===== config.mk =====
export PLATFORM = sky130hd
export DESIGN_NAME = mlp_sequencer
export DESIGN_NICKNAME = d
export VERILOG_FILES = /design/src/rtl/mlp_pkg.sv /design/src/rtl/mlp_sequencer.sv
export SDC_FILE = /design/constraint.sdc
export NUM_CORES = 1
export LEC_CHECK = 0
export BUFFER_PORTS_ARGS = -buffer_cell sky130_fd_sc_hd__buf_2
export CAP_MARGIN = 20
export CORE_MARGIN = 1.5
export CORE_UTILIZATION = 56
export CTS_BUF_LIST = sky130_fd_sc_hd__clkbuf_8 sky130_fd_sc_hd__clkbuf_16
export CTS_CLUSTER_DIAMETER = 120
export DETAILED_ROUTE_END_ITERATION = 7
export MAX_ROUTING_LAYER = met4
export PLACE_DENSITY = 0.82
export SLEW_MARGIN = 20
export SYNTH_ARGS = -nofsm -noshare
export SYNTH_HDL_FRONTEND = slang
export SYNTH_SLANG_ARGS = --single-unit

===== constraint.sdc =====
create_clock -name clk -period 4.4 [get_ports clk]
set_input_delay 0.88 -clock clk [delete_from_list [all_inputs] [get_ports clk]]
set_output_delay 0.88 -clock clk [all_outputs]
set_load 0.01 [all_outputs]

===== src/rtl/mlp_pkg.sv =====
// Shared constants for the 4-6-5-3 MLP: layer geometry, ROM base offsets
// and the sequencer state encoding. The datapath imports the same package.
package mlp_pkg;

  localparam int unsigned NUM_LAYERS = 3;

  localparam int unsigned FAN_IN_L0  = 4;
  localparam int unsigned FAN_IN_L1  = 6;
  localparam int unsigned FAN_IN_L2  = 5;

  localparam int unsigned NEURONS_L0 = 6;
  localparam int unsigned NEURONS_L1 = 5;
  localparam int unsigned NEURONS_L2 = 3;

  // Weights are stored layer-major, neuron-major, input-minor.
  localparam int unsigned W_BASE_L0  = 0;
  localparam int unsigned W_BASE_L1  = 24;
  localparam int unsigned W_BASE_L2  = 54;
  localparam int unsigned W_TOTAL    = 69;

  // One bias per neuron, layer-major.
  localparam int unsigned B_BASE_L0  = 0;
  localparam int unsigned B_BASE_L1  = 6;
  localparam int unsigned B_BASE_L2  = 11;
  localparam int unsigned B_TOTAL    = 14;

  typedef enum logic [2:0] {
    ST_IDLE    = 3'd0,
    ST_MAC     = 3'd1,
    ST_BIAS    = 3'd2,
    ST_WRITE   = 3'd3,
    ST_SIGMOID = 3'd4,
    ST_DONE    = 3'd5
  } state_e;

  // Index of the last input of a layer (fan-in minus one).
  function automatic logic [2:0] last_input(input logic [1:0] layer);
    case (layer)
      2'd0:    last_input = 3'(FAN_IN_L0 - 1);
      2'd1:    last_input = 3'(FAN_IN_L1 - 1);
      2'd2:    last_input = 3'(FAN_IN_L2 - 1);
      default: last_input = 3'(FAN_IN_L0 - 1);
    endcase
  endfunction

  // Index of the last neuron of a layer (neuron count minus one).
  function automatic logic [2:0] last_neuron(input logic [1:0] layer);
    case (layer)
      2'd0:    last_neuron = 3'(NEURONS_L0 - 1);
      2'd1:    last_neuron = 3'(NEURONS_L1 - 1);
      2'd2:    last_neuron = 3'(NEURONS_L2 - 1);
      default: last_neuron = 3'(NEURONS_L0 - 1);
    endcase
  endfunction

endpackage


===== src/rtl/mlp_sequencer.sv =====
// Sequencer for the shared MAC datapath of the 4-6-5-3 classifier MLP.
// Every output is a register: the "_s" values computed each cycle describe
// the operation the datapath performs in the following cycle. A stall
// (hold_i in a working state) repeats the current position with all
// strobes low, so each held cycle inserts exactly one idle bubble.
module mlp_sequencer
  import mlp_pkg::*;
#(
  parameter int unsigned WIDTH    = 32,
  parameter int unsigned SAMPLE_W = 12,
  parameter int unsigned W_ADDR_W = 7,
  parameter int unsigned B_ADDR_W = 4
) (
  input  logic                clk,
  input  logic                rst,
  input  logic                start_i,
  input  logic [SAMPLE_W-1:0] sample_idx_i,
  input  logic                hold_i,
  output logic [SAMPLE_W-1:0] sample_addr_o,
  output logic                busy_o,
  output logic                done_o,
  output logic [1:0]          layer_o,
  output logic [2:0]          neuron_o,
  output logic [2:0]          input_o,
  output logic [W_ADDR_W-1:0] w_addr_o,
  output logic [B_ADDR_W-1:0] b_addr_o,
  output logic                acc_en_o,
  output logic                acc_clr_o,
  output logic                bias_en_o,
  output logic                wr_en_o,
  output logic                act_en_o,
  output logic                sig_en_o
);

  // WIDTH is carried only for the datapath; reject geometry that the
  // address ports cannot cover or that disagrees with the base offsets.
  if ((WIDTH < 32'd1) ||
      (W_TOTAL > (32'd1 << W_ADDR_W)) || (B_TOTAL > (32'd1 << B_ADDR_W)) ||
      (W_BASE_L1 != W_BASE_L0 + FAN_IN_L0 * NEURONS_L0) ||
      (W_BASE_L2 != W_BASE_L1 + FAN_IN_L1 * NEURONS_L1) ||
      (W_TOTAL   != W_BASE_L2 + FAN_IN_L2 * NEURONS_L2) ||
      (B_BASE_L1 != B_BASE_L0 + NEURONS_L0) ||
      (B_BASE_L2 != B_BASE_L1 + NEURONS_L1) ||
      (B_TOTAL   != B_BASE_L2 + NEURONS_L2) ||
      (NUM_LAYERS != 32'd3)) begin : g_param_check
    $error("mlp_sequencer: inconsistent layer geometry or address widths");
  end

  state_e              state_r, state_s;
  logic [SAMPLE_W-1:0] sample_r, sample_s;
  logic [1:0]          layer_r, layer_s;
  logic [2:0]          neuron_r, neuron_s;
  logic [2:0]          input_r, input_s;
  logic [W_ADDR_W-1:0] w_addr_r, w_addr_s;
  logic [B_ADDR_W-1:0] b_addr_r, b_addr_s;
  logic                busy_r, busy_s;
  logic                done_r, done_s;
  logic                acc_en_r, acc_en_s;
  logic                acc_clr_r, acc_clr_s;
  logic                bias_en_r, bias_en_s;
  logic                wr_en_r, wr_en_s;
  logic                act_en_r, act_en_s;
  logic                sig_en_r, sig_en_s;
  logic                stall_s;

  // Next position and next-cycle strobes from the current position.
  always_comb begin
    state_s  = state_r;
    sample_s = sample_r;
    layer_s  = layer_r;
    neuron_s = neuron_r;
    input_s  = input_r;
    w_addr_s = w_addr_r;
    b_addr_s = b_addr_r;
    stall_s  = hold_i && (state_r != ST_IDLE) && (state_r != ST_DONE);

    case (state_r)
      ST_IDLE: begin
        if (start_i) begin
          state_s  = ST_MAC;
          sample_s = sample_idx_i;
          layer_s  = 2'd0;
          neuron_s = 3'd0;
          input_s  = 3'd0;
          w_addr_s = '0;
          b_addr_s = '0;
        end else begin
          state_s  = ST_IDLE;
        end
      end
      ST_MAC: begin
        if (stall_s) begin
          state_s  = ST_MAC;
        end else begin
          w_addr_s = w_addr_r + W_ADDR_W'(1'b1);
          if (input_r == last_input(layer_r)) begin
            state_s = ST_BIAS;
          end else begin
            input_s = input_r + 3'd1;
          end
        end
      end
      ST_BIAS: begin
        if (stall_s) begin
          state_s  = ST_BIAS;
        end else begin
          state_s  = ST_WRITE;
          b_addr_s = b_addr_r + B_ADDR_W'(1'b1);
        end
      end
      ST_WRITE: begin
        if (stall_s) begin
          state_s = ST_WRITE;
        end else if (neuron_r != last_neuron(layer_r)) begin
          state_s  = ST_MAC;
          neuron_s = neuron_r + 3'd1;
          input_s  = 3'd0;
        end else if (layer_r != 2'd2) begin
          state_s  = ST_MAC;
          layer_s  = layer_r + 2'd1;
          neuron_s = 3'd0;
          input_s  = 3'd0;
        end else begin
          state_s  = ST_SIGMOID;
          neuron_s = 3'd0;
        end
      end
      ST_SIGMOID: begin
        if (stall_s) begin
          state_s  = ST_SIGMOID;
        end else if (neuron_r == 3'(NEURONS_L2 - 1)) begin
          state_s  = ST_DONE;
        end else begin
          neuron_s = neuron_r + 3'd1;
        end
      end
      ST_DONE: begin
        state_s = ST_IDLE;
      end
      default: begin
        state_s = ST_IDLE;
      end
    endcase

    acc_en_s  = !stall_s && (state_s == ST_MAC);
    acc_clr_s = !stall_s && (state_s == ST_MAC) && (input_s == 3'd0);
    bias_en_s = !stall_s && (state_s == ST_BIAS);
    wr_en_s   = !stall_s && (state_s == ST_WRITE);
    act_en_s  = !stall_s && (state_s == ST_WRITE) && (layer_s < 2'd2);
    sig_en_s  = !stall_s && (state_s == ST_SIGMOID);
    done_s    = (state_s == ST_DONE);
    busy_s    = (state_s != ST_IDLE);
  end

  // State, counters and registered outputs; reset aborts any run.
  always_ff @(posedge clk or negedge rst) begin
    if (!rst) begin
      state_r   <= ST_IDLE;
      sample_r  <= '0;
      layer_r   <= 2'd0;
      neuron_r  <= 3'd0;
      input_r   <= 3'd0;
      w_addr_r  <= '0;
      b_addr_r  <= '0;
      busy_r    <= 1'b0;
      done_r    <= 1'b0;
      acc_en_r  <= 1'b0;
      acc_clr_r <= 1'b0;
      bias_en_r <= 1'b0;
      wr_en_r   <= 1'b0;
      act_en_r  <= 1'b0;
      sig_en_r  <= 1'b0;
    end else begin
      state_r   <= state_s;
      sample_r  <= sample_s;
      layer_r   <= layer_s;
      neuron_r  <= neuron_s;
      input_r   <= input_s;
      w_addr_r  <= w_addr_s;
      b_addr_r  <= b_addr_s;
      busy_r    <= busy_s;
      done_r    <= done_s;
      acc_en_r  <= acc_en_s;
      acc_clr_r <= acc_clr_s;
      bias_en_r <= bias_en_s;
      wr_en_r   <= wr_en_s;
      act_en_r  <= act_en_s;
      sig_en_r  <= sig_en_s;
    end
  end

  assign sample_addr_o = sample_r;
  assign busy_o        = busy_r;
  assign done_o        = done_r;
  assign layer_o       = layer_r;
  assign neuron_o      = neuron_r;
  assign input_o       = input_r;
  assign w_addr_o      = w_addr_r;
  assign b_addr_o      = b_addr_r;
  assign acc_en_o      = acc_en_r;
  assign acc_clr_o     = acc_clr_r;
  assign bias_en_o     = bias_en_r;
  assign wr_en_o       = wr_en_r;
  assign act_en_o      = act_en_r;
  assign sig_en_o      = sig_en_r;

endmodule


Word-level counts from Yosys, hierarchy flattened
Cells that the tools add are included.

Add/sub/neg operators: 5. Magnitude comparators: 1. Equal/unequal tests: 22. Muxes and demuxes: 40. Reduce and logical (&&, ||, !) cells: 20.

Operator list (count): two-way mux 3 bit (22); one-hot mux 3 bit (3 select lines) (2); equality test 3 x 2 -> 1 bit (second input constant) (5); one-hot mux 3 bit (5 select lines) (1); two-way mux 7 bit (2); != test 2 bit (second input constant) (7); one-hot mux 7 bit (2 select lines) (1); one-hot mux 3 bit (2 select lines) (2); equality test 3 bit (second input constant) (3); nonzero test 3 bit (3); logical AND 1 bit (8); two-way mux 2 bit (4); two-way mux 4 bit (2); one-hot mux 4 bit (2 select lines) (1); adder 7 x 1 -> 7 bit (second input constant) (1); adder 3 x 1 -> 3 bit (second input constant) (2); equality test 3 x 1 -> 1 bit (second input constant) (2); logical NOT 3 bit (2); AND reduction 3 bit (2); AND reduction 5 bit (1); adder 4 x 1 -> 4 bit (second input constant) (1); one-hot mux 2 bit (2 select lines) (1); nonzero test 2 bit (2); equality test 3 bit (1); 9 further kinds (10).

Bits in registers: 42. Input port bits: 16. Output and inout bits: 39. Word-level logic and storage cells: 103.

Logic depth before layout (Yosys ltp)
Depth in word-level cells: 12. Mapped depth: 7.

Least setup slack after synthesis
No wires, ideal clock.

Kind: input port to flip-flop. Start point: input port start_i. End point: register busy_r, in the netlist busy_o. Library setup time: 131 ps. Arrival time: 1919 ps. Required time: 4269 ps. Setup slack: 2349 ps. Stages: 6. Buffers on the path: 1. Path through: or4b_1 > buf_4 > o31ai_2 > nor3_2 > nand3b_4 > or3_1.

Cells in the longest elaborated chain, start to end: 3.

RTL lines: from (decl) (RTL line mlp_sequencer.sv:16) `input logic start_i,`; two-way mux 1 bit (RTL line mlp_sequencer.sv:79) `if (start_i) begin`; one-hot mux 3 bit (5 select lines) (RTL line mlp_sequencer.sv:77) `case (state_r)`; net state_s[0] (RTL line mlp_sequencer.sv:49) `state_e state_r, state_s;`; nonzero test 3 bit (RTL line mlp_sequencer.sv:152) `busy_s = (state_s != ST_IDLE);`; net busy_s (RTL line mlp_sequencer.sv:56) `logic busy_r, busy_s;`; to (signal assigned) (RTL line mlp_sequencer.sv:181) `busy_r <= busy_s;`; to (decl) (RTL line mlp_sequencer.sv:56).

The timed path passes the listed nets, and every way through them passes these cells. A chain may end at the register's enable or synchronous reset.

Worst setup path in the final report
Start point: register state_r[2]. End point: register busy_r, in the netlist busy_o.

Cells in the longest elaborated chain, start to end: 6. Elaborated cells on any way between the ends: 17.

RTL lines: from (decl) (RTL line mlp_sequencer.sv:49); from (signal assigned) (RTL line mlp_sequencer.sv:174) `state_r <= state_s;`; nonzero test 3 bit (RTL line mlp_sequencer.sv:75) `stall_s = hold_i && (state_r != ST_IDLE) && (state_r != ST_DONE);`; logical AND 1 bit (2 in a row) (RTL line mlp_sequencer.sv:75); two-way mux 3 bit, or another cell as far along (RTL line mlp_sequencer.sv:129) `if (stall_s) begin`; one-hot mux 3 bit (5 select lines) (*) (RTL line mlp_sequencer.sv:77); net state_s[0] (RTL line mlp_sequencer.sv:49); nonzero test 3 bit (*) (RTL line mlp_sequencer.sv:152); net busy_s (RTL line mlp_sequencer.sv:56).

The timed path passes the listed nets; every way through them passes the cells marked *.

==> reports/qor.txt <==
Synth Instances - 182
Syn Area/Cell - 11.52 µm²
Cell variety after synth - 48
Initial core utilization - 0.5771
Seq/Total Area, Yosys - 0.5012
Critical Path Source Type - flip-flop
Grt total ovfl - 0
Total number of vias - 1578
Synth area leaders - dfrtp_1, ha_1, mux2_4
Async SR Flop Fraction - 1.000
Number of synthesized register bits - 42
Placed wire-length estimate - 2922 µm
P&R area growth vs syn - 17.60%
Min Hold Slack - 500.8 ps
Fin nets - 261
Synth Flop Type - dfrtp_1
Reg2reg setup slack - 1890 ps
Gpl congestion - 0.9422
Critical path peak fanout - 17
IO buf count - 54
Pwr Density - 564.7 nW/µm²
# Post-CTS Setup Buffers - 0
Skew-Pair Late Insertion Delay - 290 ps
CORE AREA - 3633 µm²
Std cell rows - 22
Pins over their slew limit - 0
CTS clk-pin slew, worst paths - 70 ps
Initial DRC count - 108
Share of layout cells above drive strength 1 - 0.3571
Initial antenna violation count - 0
Largest net degree at the start of global routing - 43
# hold bufs at CTS - 0
Peak supply drop - 0.3681 mV
Crit path cell chain - or4b_1, o31ai_2, nor3_2, nand3b_4, or3_1
Mapped Area - 2097 µm²
Vert. Die Dim - 64.20 µm
Fillcell total - 302
Post-CTS resize count - 0
Remaining antenna violation count - 0
Die W - 64.20 µm
Req. time, crit path - 4570 ps
Worst Hold Endpoint - sample_addr_o[7]
CTS tree - built
RSZ-0062 raised after global routing - no
P_leak - 1.266 nW
Hold Crit Depth - 1
Hold Path Class - reg2reg
First-pass GRT wire length - 6693 µm
Synth area leader - dfrtp_1
Hold Path Origin - sample_addr_o[7]
Vias per cell - 5.517
CP max stage delay - 740 ps
Yosys top cell area share - 0.5012
First-pass DRT Iterations - 4
Slowest CP cell - or4b_1
H-tree levels - 2
Number of global-route vias before repair - 1436
Setup_tns - 0 ps
Arrival time worst endpoint - 2680 ps
Final worst path period need - 2510 ps
CTS Buffer Depth - 2
Crit Path Category - reg2reg
Number of flops mapped to enable cells by yosys - 0
Setup violators final - 0
Clock Skew - 9.870 ps
WL per Instance - 13.89 µm
Residual DRC - 0
Clock Sinks - 42
R2r endpoint - busy_o
Synthesized netlist net count - 206
Crit end category - flip-flop
Total GRT Usage - 0.2185
Hold Fails Final Rpt - 0
Fmax - 398.4 MHz
MaxCap Viol Count - 0
Routed Wire Length - 3972 µm
Rel. slew slack - 0.4043
Final worst-path cycle share - 0.5705
I/O pin count - 55
Die footprint - 4121 µm²
Reg2reg path depth - 5
Crit Reg-Reg Startpoint - state_r[2]
Ys Warns - 0
Status - finished clean
Root Driver - clkbuf_8
CTS Buf Count - 5
Ant diodes - 0
Slew @ Worst Pin - 893.6 ps
power breakdown:
group          internal, mW  leakage [nW]  switching [mW]  total [mW]
Sequential            0.501         0.541           0.101       0.601
Clock                 0.110        0.0493           0.129       0.239
Combinational         0.269         0.675           0.284       0.553
Total                 0.879          1.27           0.514        1.39
metal layers:
| layer | track usage | share of wire |
|---|---|---|
| met1 | 0.2769 | 0.45 |
| met2 | 0.3464 | 0.48 |
| met3 | 0.05986 | 0.058 |
| met4 | 0.06383 | 0.013 |
| met5 | - | 0 |
layout by cell type, fill, tap and decap left out, types with 3 or more instances in the layout:
master	Yosys	routed
nand3_1	4	4
inv_1	7	8
ha_1	8	8
xor2_1	7	7
nor3b_1	3	3
o21ai_0	9	9
nor2b_1	4	4
a21o_1	3	3
nand4_1	5	5
dfrtp_1	42	42
a21oi_1	5	5
clkbuf_8	0	5
nor2_1	12	12
nand2_1	14	14
mux2_4	6	6
mux2_2	6	6
or3_1	3	3
buf_2	2	54
area by class of cell:
| class | count | area (µm²) | share of cell area |
|---|---|---|---|
| Tap cell | 48 | 60.06 | 0.02435 |
| Inverter | 7 | 26.28 | 0.01065 |
| Multi-Input combinational cell | 127 | 972.2 | 0.3942 |
| Sequential cell | 42 | 1051 | 0.4262 |
| Clock inverter | 3 | 17.52 | 0.007103 |
| Timing Repair Buffer | 54 | 270.3 | 0.1096 |
| Clock buffer | 5 | 68.82 | 0.02790 |
per-stage QoR:
stage	setup WS (ps)	instance area, µm²	util	cells	total power, mW
global route	1731	2466	0.6787	286	1.495
floorplan	2349	2097	-	182	0.9960
detailed placement	1613	2380	0.6550	278	1.165
finish	1890	2466	0.6787	286	1.393
global placement	1691	2380	0.6550	278	1.145
CTS	1862	2466	0.6787	286	1.406
sequential cells by signal, indices dropped and copies added (netlist names):
register,cells
sig_en_o,1
layer_o,2
bias_en_o,1
neuron_o,3
w_addr_o,7
sample_addr_o,12
done_o,1
acc_clr_o,1
acc_en_o,1
state_r,3
act_en_o,1
wr_en_o,1
input_o,3
busy_o,1
b_addr_o,4
worst max path at each step:
stage                from     end  slack [ps]  depth (start not counted)
2_1_floorplan     start_i  busy_o        2350                          6
3_3_place_gp      start_i  busy_o        1690                          6
3_5_place_dp      start_i  busy_o        1610                          6
4_1_cts        state_r[2]  busy_o        1860                          5
5_1_grt        state_r[2]  busy_o        1730                          5
6_report       state_r[2]  busy_o        1890                          5
cell usage after synthesis, types with 3 or more instances:
library cell and number:
nor2_1 12, xor2_1 7, mux2_2 6, or3_1 3, ha_1 8, dfrtp_1 42
o21ai_0 9, nor3b_1 3, mux2_4 6, nand2_1 14, inv_1 7, a21o_1 3
nand3_1 4, nor2b_1 4, a21oi_1 5, nand4_1 5
logic make-up (layout without fill, tap and decap cells):
kind of cell,Yosys count,in the layout,share of synthesized area
multiplexers,13,13,0.07995
XOR/XNOR,9,9,0.03759
AO/OA/AOI/OAI,34,34,0.1187
AND/OR/NAND/NOR,63,63,0.1796
buffers and inverters,13,69,0.03520
flip-flops,42,42,0.5012
adder cells (fa/ha/maj),8,8,0.04773
critical path, delay by kind of cell (launching register included):
family	cells	cell delay (ps)
AOI/OAI and AO/OA	1	200
DFF	1	710
and+or+nand+nor	4	1470
Note: power is estimated with default switching activity, not from simulation.
